[src/rtl/ms_timer_ctrl.sv]
// ms_timer_ctrl
// Millisecond timer controller. A 16-bit prescaler turns clk_in into
// millisecond ticks. The remaining counter counts down a latched period of
// ticks. A run is either one-shot or auto-reloading (periodic). It can be
// frozen with hold, cancelled with abort, or cleared with rst. Every output
// comes straight from a register.
//
// Ports
//   clk_in     in   system clock, rising-edge active
//   rst        in   synchronous active-high reset
//   start      in   begin a run; only looked at while IDLE
//   abort      in   cancel the run; highest priority after rst
//   hold       in   level; freezes an active run while high
//   periodic   in   1 = auto-reload, 0 = one-shot; latched at start
//   period_ms  in   run length in ticks; latched at start
//   busy       out  high while in RUN or HOLD
//   tick_ms    out  one-cycle pulse per elapsed tick
//   expire     out  one-cycle pulse when the remaining count reaches zero
//   sq_out     out  toggles on every expire
//   err        out  one-cycle pulse on a start with period_ms == 0
//   remaining  out  ticks left in the current period
//   state      out  IDLE=00, RUN=01, HOLD=10
module ms_timer_ctrl #(
    parameter int unsigned PRESCALE = 40000,
    parameter int unsigned CNT_W    = 16
) (
    input  logic             clk_in,
    input  logic             rst,
    input  logic             start,
    input  logic             abort,
    input  logic             hold,
    input  logic             periodic,
    input  logic [CNT_W-1:0] period_ms,
    output logic             busy,
    output logic             tick_ms,
    output logic             expire,
    output logic             sq_out,
    output logic             err,
    output logic [CNT_W-1:0] remaining,
    output logic [1:0]       state
);

    typedef enum logic [1:0] {
        ST_IDLE = 2'b00,
        ST_RUN  = 2'b01,
        ST_HOLD = 2'b10
    } state_t;

    localparam logic [15:0]      PRE_MAX = 16'(PRESCALE - 1);
    localparam logic [CNT_W-1:0] REM_ONE = CNT_W'(1);

    state_t           state_q, state_d;
    logic [15:0]      pre_q, pre_d;
    logic [CNT_W-1:0] rem_d;
    logic [CNT_W-1:0] period_q, period_d;
    logic             periodic_q, periodic_d;
    logic             tick_d, expire_d, sq_d, err_d, busy_d;

    logic active;
    logic count_en;
    logic wrap;
    logic final_tick;
    logic start_ok;

    // Counting only advances on edges where the run is active and hold is
    // low. So the edge that leaves HOLD already counts, which makes the
    // elapsed time grow by exactly the number of held edges. A hold on the
    // wrap edge therefore suppresses the tick.
    assign active     = (state_q == ST_RUN) || (state_q == ST_HOLD);
    assign count_en   = active && !hold;
    assign wrap       = count_en && (pre_q == PRE_MAX);
    assign final_tick = wrap && (remaining == REM_ONE);
    assign start_ok   = (state_q == ST_IDLE) && start && (period_ms != '0);

    assign state = state_q;

    always_ff @(posedge clk_in) begin
        if (rst) begin
            state_q <= ST_IDLE;
        end else begin
            state_q <= state_d;
        end
    end

    // abort overrides everything in every state. A one-shot run returns to
    // IDLE on its final tick. A periodic run stays in RUN.
    always_comb begin
        state_d = state_q;
        if (abort) begin
            state_d = ST_IDLE;
        end else begin
            case (state_q)
                ST_IDLE: begin
                    if (start_ok) begin
                        state_d = ST_RUN;
                    end
                end
                ST_RUN, ST_HOLD: begin
                    if (hold) begin
                        state_d = ST_HOLD;
                    end else if (final_tick && !periodic_q) begin
                        state_d = ST_IDLE;
                    end else begin
                        state_d = ST_RUN;
                    end
                end
                default: state_d = ST_IDLE;
            endcase
        end
    end

    // Next values for the datapath and the registered outputs. remaining is
    // only decremented from a non-zero value, so it can never wrap. On the
    // final tick it reloads (periodic) or clears (one-shot) instead.
    always_comb begin
        pre_d      = pre_q;
        rem_d      = remaining;
        period_d   = period_q;
        periodic_d = periodic_q;
        tick_d     = 1'b0;
        expire_d   = 1'b0;
        sq_d       = sq_out;
        err_d      = 1'b0;
        if (abort) begin
            pre_d = '0;
            rem_d = '0;
        end else if (state_q == ST_IDLE) begin
            if (start_ok) begin
                period_d   = period_ms;
                periodic_d = periodic;
                rem_d      = period_ms;
                pre_d      = '0;
            end else if (start) begin
                err_d = 1'b1;
            end
        end else if (count_en) begin
            if (wrap) begin
                pre_d  = '0;
                tick_d = 1'b1;
                if (final_tick) begin
                    expire_d = 1'b1;
                    sq_d     = ~sq_out;
                    rem_d    = periodic_q ? period_q : '0;
                end else if (remaining != '0) begin
                    rem_d = remaining - REM_ONE;
                end
            end else begin
                pre_d = pre_q + 16'd1;
            end
        end
        busy_d = (state_d != ST_IDLE);
    end

    always_ff @(posedge clk_in) begin
        if (rst) begin
            pre_q      <= '0;
            remaining  <= '0;
            period_q   <= '0;
            periodic_q <= 1'b0;
            tick_ms    <= 1'b0;
            expire     <= 1'b0;
            sq_out     <= 1'b0;
            err        <= 1'b0;
            busy       <= 1'b0;
        end else begin
            pre_q      <= pre_d;
            remaining  <= rem_d;
            period_q   <= period_d;
            periodic_q <= periodic_d;
            tick_ms    <= tick_d;
            expire     <= expire_d;
            sq_out     <= sq_d;
            err        <= err_d;
            busy       <= busy_d;
        end
    end

endmodule

[config.mk]
export PLATFORM = sky130hd
export DESIGN_NAME = ms_timer_ctrl
export DESIGN_NICKNAME = d
export VERILOG_FILES = /design/src/rtl/ms_timer_ctrl.sv
export SDC_FILE = /design/constraint.sdc
export NUM_CORES = 1
export LEC_CHECK = 0
export ABC_AREA = 0
export CORE_UTILIZATION = 30
export CTS_BUF_LIST = sky130_fd_sc_hd__clkbuf_2 sky130_fd_sc_hd__clkbuf_4 sky130_fd_sc_hd__clkbuf_8
export CTS_CLUSTER_SIZE = 8
export DETAILED_ROUTE_END_ITERATION = 12
export PLACE_DENSITY_LB_ADDON = 0.25
export SLEW_MARGIN = 20
export SYNTH_ARGS = -nofsm -noshare
export SYNTH_HDL_FRONTEND = slang
export SYNTH_SLANG_ARGS = --single-unit
[constraint.sdc]
create_clock -name clk_in -period 2 [get_ports clk_in]
set_input_delay 0.5 -clock clk_in [delete_from_list [all_inputs] [get_ports clk_in]]
set_output_delay 0.5 -clock clk_in [all_outputs]
set_load 0.01 [all_outputs]
==> impl_metrics.json, run 1 <==
{
  "status": "finished, violations left",
  "failed_checks": "setup timing",
  "core_sq_um": 9729,
  "synth-seq-area-share_pct": 37.36,
  "synth_edf_count": 0,
  "path_delay_family": "simple AND/OR/NAND/NOR gates",
  "worst_slack_ns": -0.1081,
  "syn-instance-count": 376,
  "setup_violations": 15,
  "initial_core_util_pct": 30.84,
  "rsz0062_at_grt": "yes",
  "instances_no_fill": 647,
  "die_area_sq_um": 10410,
  "cp.depth": 8,
  "hold_path_class": "flop to flop",
  "p_leak_uw": 0.001891,
  "crit_type": "flop to flop",
  "synthTopCellsByArea": "dfxtp_1 (37%), nand2_1 (9.1%), nor2_1 (4.9%), xor2_1 (4.1%), a21oi_1 (3.8%)",
  "cts_max_level": 2,
  "drtIter0Drc": 144,
  "finalCritPeriodShare_pct": 105.4,
  "crit_arrival_ns": 2.34,
  "cp_cell_sequence": "inv_2 > ha_4 > nor2b_4 > nand3_2 > and4bb_4 > nor2_2 > a311o_1 > a32o_2",
  "skew_ns": 0.01470,
  "die_y_um": 102.0,
  "fmax_mhz": 474.4,
  "final_nets": 541,
  "synth_top_area_share_pct": 37.36,
  "final_cell_mix": "buf_4 (97), nand2_1 (71), dfxtp_1 (48)",
  "clockBufferDepth": 2,
  "place_inst": 631,
  "grt_first_pass_wirelength_mm": 15.44,
  "path_buf_inv": 1,
  "cts_tree": "built",
  "io_buffers": 44,
  "drc_errors": 0,
  "post-route-min-period_ns": 2.108,
  "cts-hold-fix-buffers": 0,
  "routed_wl_mm": 9.797,
  "dr_wl_met2_mm": 4.835,
  "synthFlopType": "dfxtp_1",
  "dr_wl_met3_um": 411,
  "r2r.worst_path.cells": 8,
  "start_kind": "flop",
  "antenna_found_initial": 0,
  "worst_setup_path_end_kind": "flop",
  "syn_area_sq_um": 3000,
  "final_layout_size_suffix_gt1_share_pct": 32.88,
  "hold_depth": 2,
  "antenna_cells": 0,
  "ios": 45,
  "fp.dieW_um": 102.0,
  "hpwl_mm": 7.092,
  "top_layer": "met4",
  "vias_per_cell": 5.080,
  "ir_drop_uv": 287.0,
  "slowest_stage": "and4bb_4",
  "ant_nets": 0,
  "synthArstFlopShare_pct": 0,
  "clkSinkCount": 56,
  "mostFrequentLayoutCell": "buf_4",
  "rows": 36,
  "syn2layout_area_growth_pct": 58.26,
  "required_ns": 2.23,
  "synth_nets": 404,
  "grt.total_usage_pct": 19.20,
  "maxCapViolations": 0,
  "slowest_delay_ns": 0.48,
  "maxSlewHeadroom_pct": 69.96,
  "worst_slew_pin_slew_ns": 0.4464,
  "wirelength_met1_mm": 4.365,
  "yosysUniqueCellTypes": 54,
  "synth_top_cell_by_area": "dfxtp_1",
  "cts-buffers-inserted": 5,
  "grt-ovfl-total": 0,
  "grt_max_degree": 20,
  "power_density_nw_per_um2": 526.5,
  "cp_max_fo": 8,
  "firstDrtPassIters": 4,
  "vias": 3287,
  "clock-root-buffer": "clkbuf_8",
  "avgSynthCellArea_sq_um": 7.980,
  "avgRoutedWirePerCell_um": 15.14,
  "hold_violations": 0,
  "ys_ff_latch": 56,
  "setup_tns_ns": -0.8844,
  "gp_congestion": 0.8592,
  "insertion_delay_ns": 0.33,
  "clk_pin_slew_worst_paths_ns": 0.11,
  "final_max_slew_viol_count": 0,
  "grt_pass1_vias": 3260,
  "ys_warn_count": 0
}
==> registers in the layout, indices dropped and copies added, names as in the netlist <==
signal,flops
period_q,16
pre_q,16
remaining,16
state,2
busy,1
err,1
expire,1
periodic_q,1
sq_out,1
tick_ms,1
==> worst paths after layout <==
check	start	endpoint	slack, ns
worst min register to register	period_q[9]$_SDFFE_PP0P_	period_q[9]$_SDFFE_PP0P_	0.46
worst max-delay path	state[0]$_SDFF_PP0_	remaining[4]$_SDFFE_PP0P_	-0.11
worst max register to register	state[0]$_SDFF_PP0_	remaining[4]$_SDFFE_PP0P_	-0.11
worst min-delay path	period_q[9]$_SDFFE_PP0P_	period_q[9]$_SDFFE_PP0P_	0.46
==> worst register-to-register path, cell delays in order (launching register included) <==
cell and delay, ns:
dfxtp_4 0.36, inv_2 0.04, ha_4 0.26, nor2b_4 0.18, nand3_2 0.12, and4bb_4 0.48
nor2_2 0.05, a311o_1 0.27, a32o_2 0.28
==> stage by stage <==
stage | setup slack (ns) | util, % | power [uW] | hold WS (ns) | instance area, sq um
detailed placement | -0.5667 | 45.06 | 1788 | 0.4422 | 4384
finish | -0.1081 | 48.80 | 2500 | 0.4628 | 4748
global placement | -0.5572 | 45.06 | 1785 | 0.4406 | 4384
CTS | -0.1107 | 46.70 | 2456 | 0.4639 | 4543
global route | -0.1479 | 48.80 | 2617 | 0.4902 | 4748
floorplan | -0.04384 | - | 1491 | 0.4319 | 3103
==> what timing repair did <==
action                                  in CTS  in global routing
setup buffers                                0                  6
endpoints found under the setup margin      49                 34
gates resized for setup                     31                 40
pin swaps                                   17                 23
cloned                                       1                  2
==> per-layer routing <==
metal	vias to the layer above	global-route usage [%]
met3	16	3.010
met4	0	7.143
met2	87	32.94
li1	1618	-
met5	-	0
met1	1566	24.25
==> cells by family (layout without fill, tap and decap cells) <==
family                     after synthesis  after routing  synth area share [%]
and+or+nand+nor                        184            185                 30.15
AOI/OAI and AO/OA                       73             73                 17.68
DFF                                     56             56                 37.36
buffers and inverters                   29            166                 4.045
xor gates and xnor gates                27             27                 7.882
adders and majority gates                6              6                 2.502
muxes                                    1              1                0.3753
==> Yosys cell counts, drive strengths merged, types with 4 or more instances <==
library cell	n
nand2	73
dfxtp	56
nor2	41
a21oi	24
clkbuf	17
xor2	14
xnor2	13
a32o	11
nand3	11
nor3	11
nor4	9
o21ai	9
inv	7
nand4	7
a311o	6
ha	6
buf	5
and4	4
nand2b	4
nor4b	4
==> power by group <==
| group | switching (uW) | total, uW | internal, uW |
|---|---|---|---|
| Clock | 407 | 692 | 285 |
| Combinational | 311 | 635 | 325 |
| Sequential | 25.5 | 1170 | 1150 |
| Total | 744 | 2500 | 1760 |
==> area by class of cell <==
| type | count | area, sq um |
|---|---|---|
| fillers | 983 | 4981 |
| multi-input cells | 292 | 2038 |
| clock buffers | 6 | 82.58 |
| inverters | 7 | 26.28 |
| flip-flops and latches | 56 | 1136 |
| clock inverters | 2 | 13.76 |
| well taps | 133 | 166.4 |
| repair buffers | 151 | 1285 |
Note: power is estimated with default switching activity, not from simulation.
==> run 2: changes to the inputs <==
--- a/config.mk
+++ b/config.mk
@@ -6,5 +6,4 @@
 export NUM_CORES = 1
 export LEC_CHECK = 0
-export ABC_AREA = 0
 export CORE_UTILIZATION = 30
 export CTS_BUF_LIST = sky130_fd_sc_hd__clkbuf_2 sky130_fd_sc_hd__clkbuf_4 sky130_fd_sc_hd__clkbuf_8
@@ -12,4 +11,5 @@
 export DETAILED_ROUTE_END_ITERATION = 12
 export PLACE_DENSITY_LB_ADDON = 0.25
+export SKIP_CTS_REPAIR_TIMING = 1
 export SLEW_MARGIN = 20
 export SYNTH_ARGS = -nofsm -noshare
==> constraint.sdc (replaced) <==
create_clock -name clk_in -period 2 [get_ports clk_in]
set_input_delay 0.5 -clock clk_in [delete_from_list [all_inputs] [get_ports clk_in]]
set_output_delay 0.5 -clock clk_in [all_outputs]
set_load 0.005 [all_outputs]
==> impl_metrics.json, run 2 (synthesis results as in run 1) <==
{
  "dr_wl_met2_mm": 4.314,
  "worst_setup_path_end_kind": "flop",
  "cp_max_fo": 14,
  "grt_pass1_vias": 2936,
  "grt_first_pass_wirelength_mm": 14.99,
  "hold_path_class": "flop to flop",
  "post-route-min-period_ns": 2.087,
  "initial_core_util_pct": 30.84,
  "place_inst": 623,
  "regToRegStartpoint": "state[1]$_SDFF_PP0_",
  "status": "finished, violations left",
  "grt_max_degree": 20,
  "ios": 45,
  "worstSetupStartpoint": "state[1]$_SDFF_PP0_",
  "final_max_slew_viol_count": 0,
  "instances_no_fill": 637,
  "vias": 3197,
  "drc_errors": 0,
  "crit_type": "flop to flop",
  "ir_drop_uv": 273.9,
  "grt-ovfl-total": 0,
  "largest_registers": "period_q (16), pre_q (16), remaining (16)",
  "crit_arrival_ns": 2.30,
  "pre_cts_ws_ns": -0.6062,
  "cts_tree": "built",
  "finalCritPeriodShare_pct": 104.4,
  "io_buffers": 44,
  "firstDrtPassIters": 4,
  "dr_wl_met3_um": 426,
  "routed_wl_mm": 9.825,
  "syn2layout_area_growth_pct": 55.00,
  "wirelength_met1_mm": 4.899,
  "final_layout_size_suffix_gt1_share_pct": 28.57,
  "maxCapViolations": 0,
  "antenna_cells": 0,
  "clock-root-buffer": "clkbuf_8",
  "r2r-end": "remaining[11]$_SDFFE_PP0P_",
  "worst_slew_pin_slew_ns": 0.4762,
  "clkSinkCount": 56,
  "final_cell_mix": "buf_4 (88), nand2_1 (71), dfxtp_1 (51)",
  "reg2reg_slack_ns": -0.09,
  "avgRoutedWirePerCell_um": 15.42,
  "vias_per_cell": 5.019,
  "failed_checks": "setup timing",
  "drtIter0Drc": 189,
  "top_layer": "met4",
  "ant_nets": 0,
  "mostFrequentLayoutCell": "buf_4",
  "clockBufferDepth": 2,
  "worst_slack_ns": -0.08705,
  "core_sq_um": 9729,
  "setup_violations": 15,
  "insertion_delay_ns": 0.32,
  "rows": 36,
  "final_nets": 531,
  "power_density_nw_per_um2": 526.8,
  "cts-buffers-inserted": 5,
  "fp.dieW_um": 102.0,
  "rsz0062_at_grt": "yes",
  "cts_max_level": 2,
  "hold_violations": 0,
  "clk_pin_slew_worst_paths_ns": 0.10,
  "die_y_um": 102.0,
  "antenna_found_initial": 0,
  "p_leak_uw": 0.001939,
  "start_kind": "flop",
  "maxSlewHeadroom_pct": 67.96,
  "gp_congestion": 0.8684,
  "die_area_sq_um": 10410,
  "r2r.worst_path.cells": 8,
  "fmax_mhz": 479.1,
  "skew_ns": 0.007907,
  "hpwl_mm": 7.346,
  "required_ns": 2.21,
  "endpoint": "remaining[11]$_SDFFE_PP0P_",
  "grt.total_usage_pct": 18.78
}
==> run 2: per-layer routing <==
layer	global-route usage [%]	up-vias
met2	27.57	82
li1	-	1594
met1	27.47	1511
met3	2.873	10
met4	7.143	0
met5	0	-
==> run 2: area by class of cell <==
type	instances	area, sq um
timing repair buffer	141	1262
multi-input combinational	292	1973
fill	971	5079
inverter	7	26.28
clock buffer	6	82.58
tap	133	166.4
clock inverter	2	10.01
sequential	56	1130
==> run 2: worst max-delay path, cell delays in order (launching register included) <==
cell and delay [ns]:
dfxtp_2 0.35, inv_2 0.05, ha_4 0.25, nor2b_4 0.19, nand3_2 0.10, or3_4 0.46, a21oi_4 0.21, nor2_4 0.11
a22o_1 0.26
==> run 2: metrics by stage <==
step	hold slack, ns	setup TNS (ns)	util [%]	area, sq um	total power, uW
floorplan	0.4319	-0.2007	-	3085	1485
global placement	0.4448	-22.64	44.26	4307	1763
detailed placement	0.4503	-23.67	44.26	4307	1767
CTS	0.4650	-5.931	45.22	4399	2436
global route	0.4928	-2.128	47.80	4651	2565
finish	0.4629	-0.8442	47.80	4651	2450
==> run 2: worst min path at each step <==
stage	slack, ns	depth (start not counted)	end	startpoint
5_1_grt	0.49	2	period_q[3]$_SDFFE_PP0P_	period_q[3]$_SDFFE_PP0P_
3_3_place_gp	0.44	2	period_q[11]$_SDFFE_PP0P_	period_q[11]$_SDFFE_PP0P_
4_1_cts	0.46	2	period_q[11]$_SDFFE_PP0P_	period_q[11]$_SDFFE_PP0P_
6_report	0.46	2	period_q[11]$_SDFFE_PP0P_	period_q[11]$_SDFFE_PP0P_
3_5_place_dp	0.45	2	period_q[11]$_SDFFE_PP0P_	period_q[11]$_SDFFE_PP0P_
2_1_floorplan	0.43	2	period_q[3]$_SDFFE_PP0P_	period_q[3]$_SDFFE_PP0P_
==> run 2: where the power goes <==
| group | leakage (uW) | internal (uW) | total [uW] | switching [uW] |
|---|---|---|---|---|
| Combinational | 0.00143 | 308 | 606 | 298 |
| Sequential | 0.000457 | 1150 | 1170 | 27.3 |
| Clock | 0.0000510 | 278 | 669 | 391 |
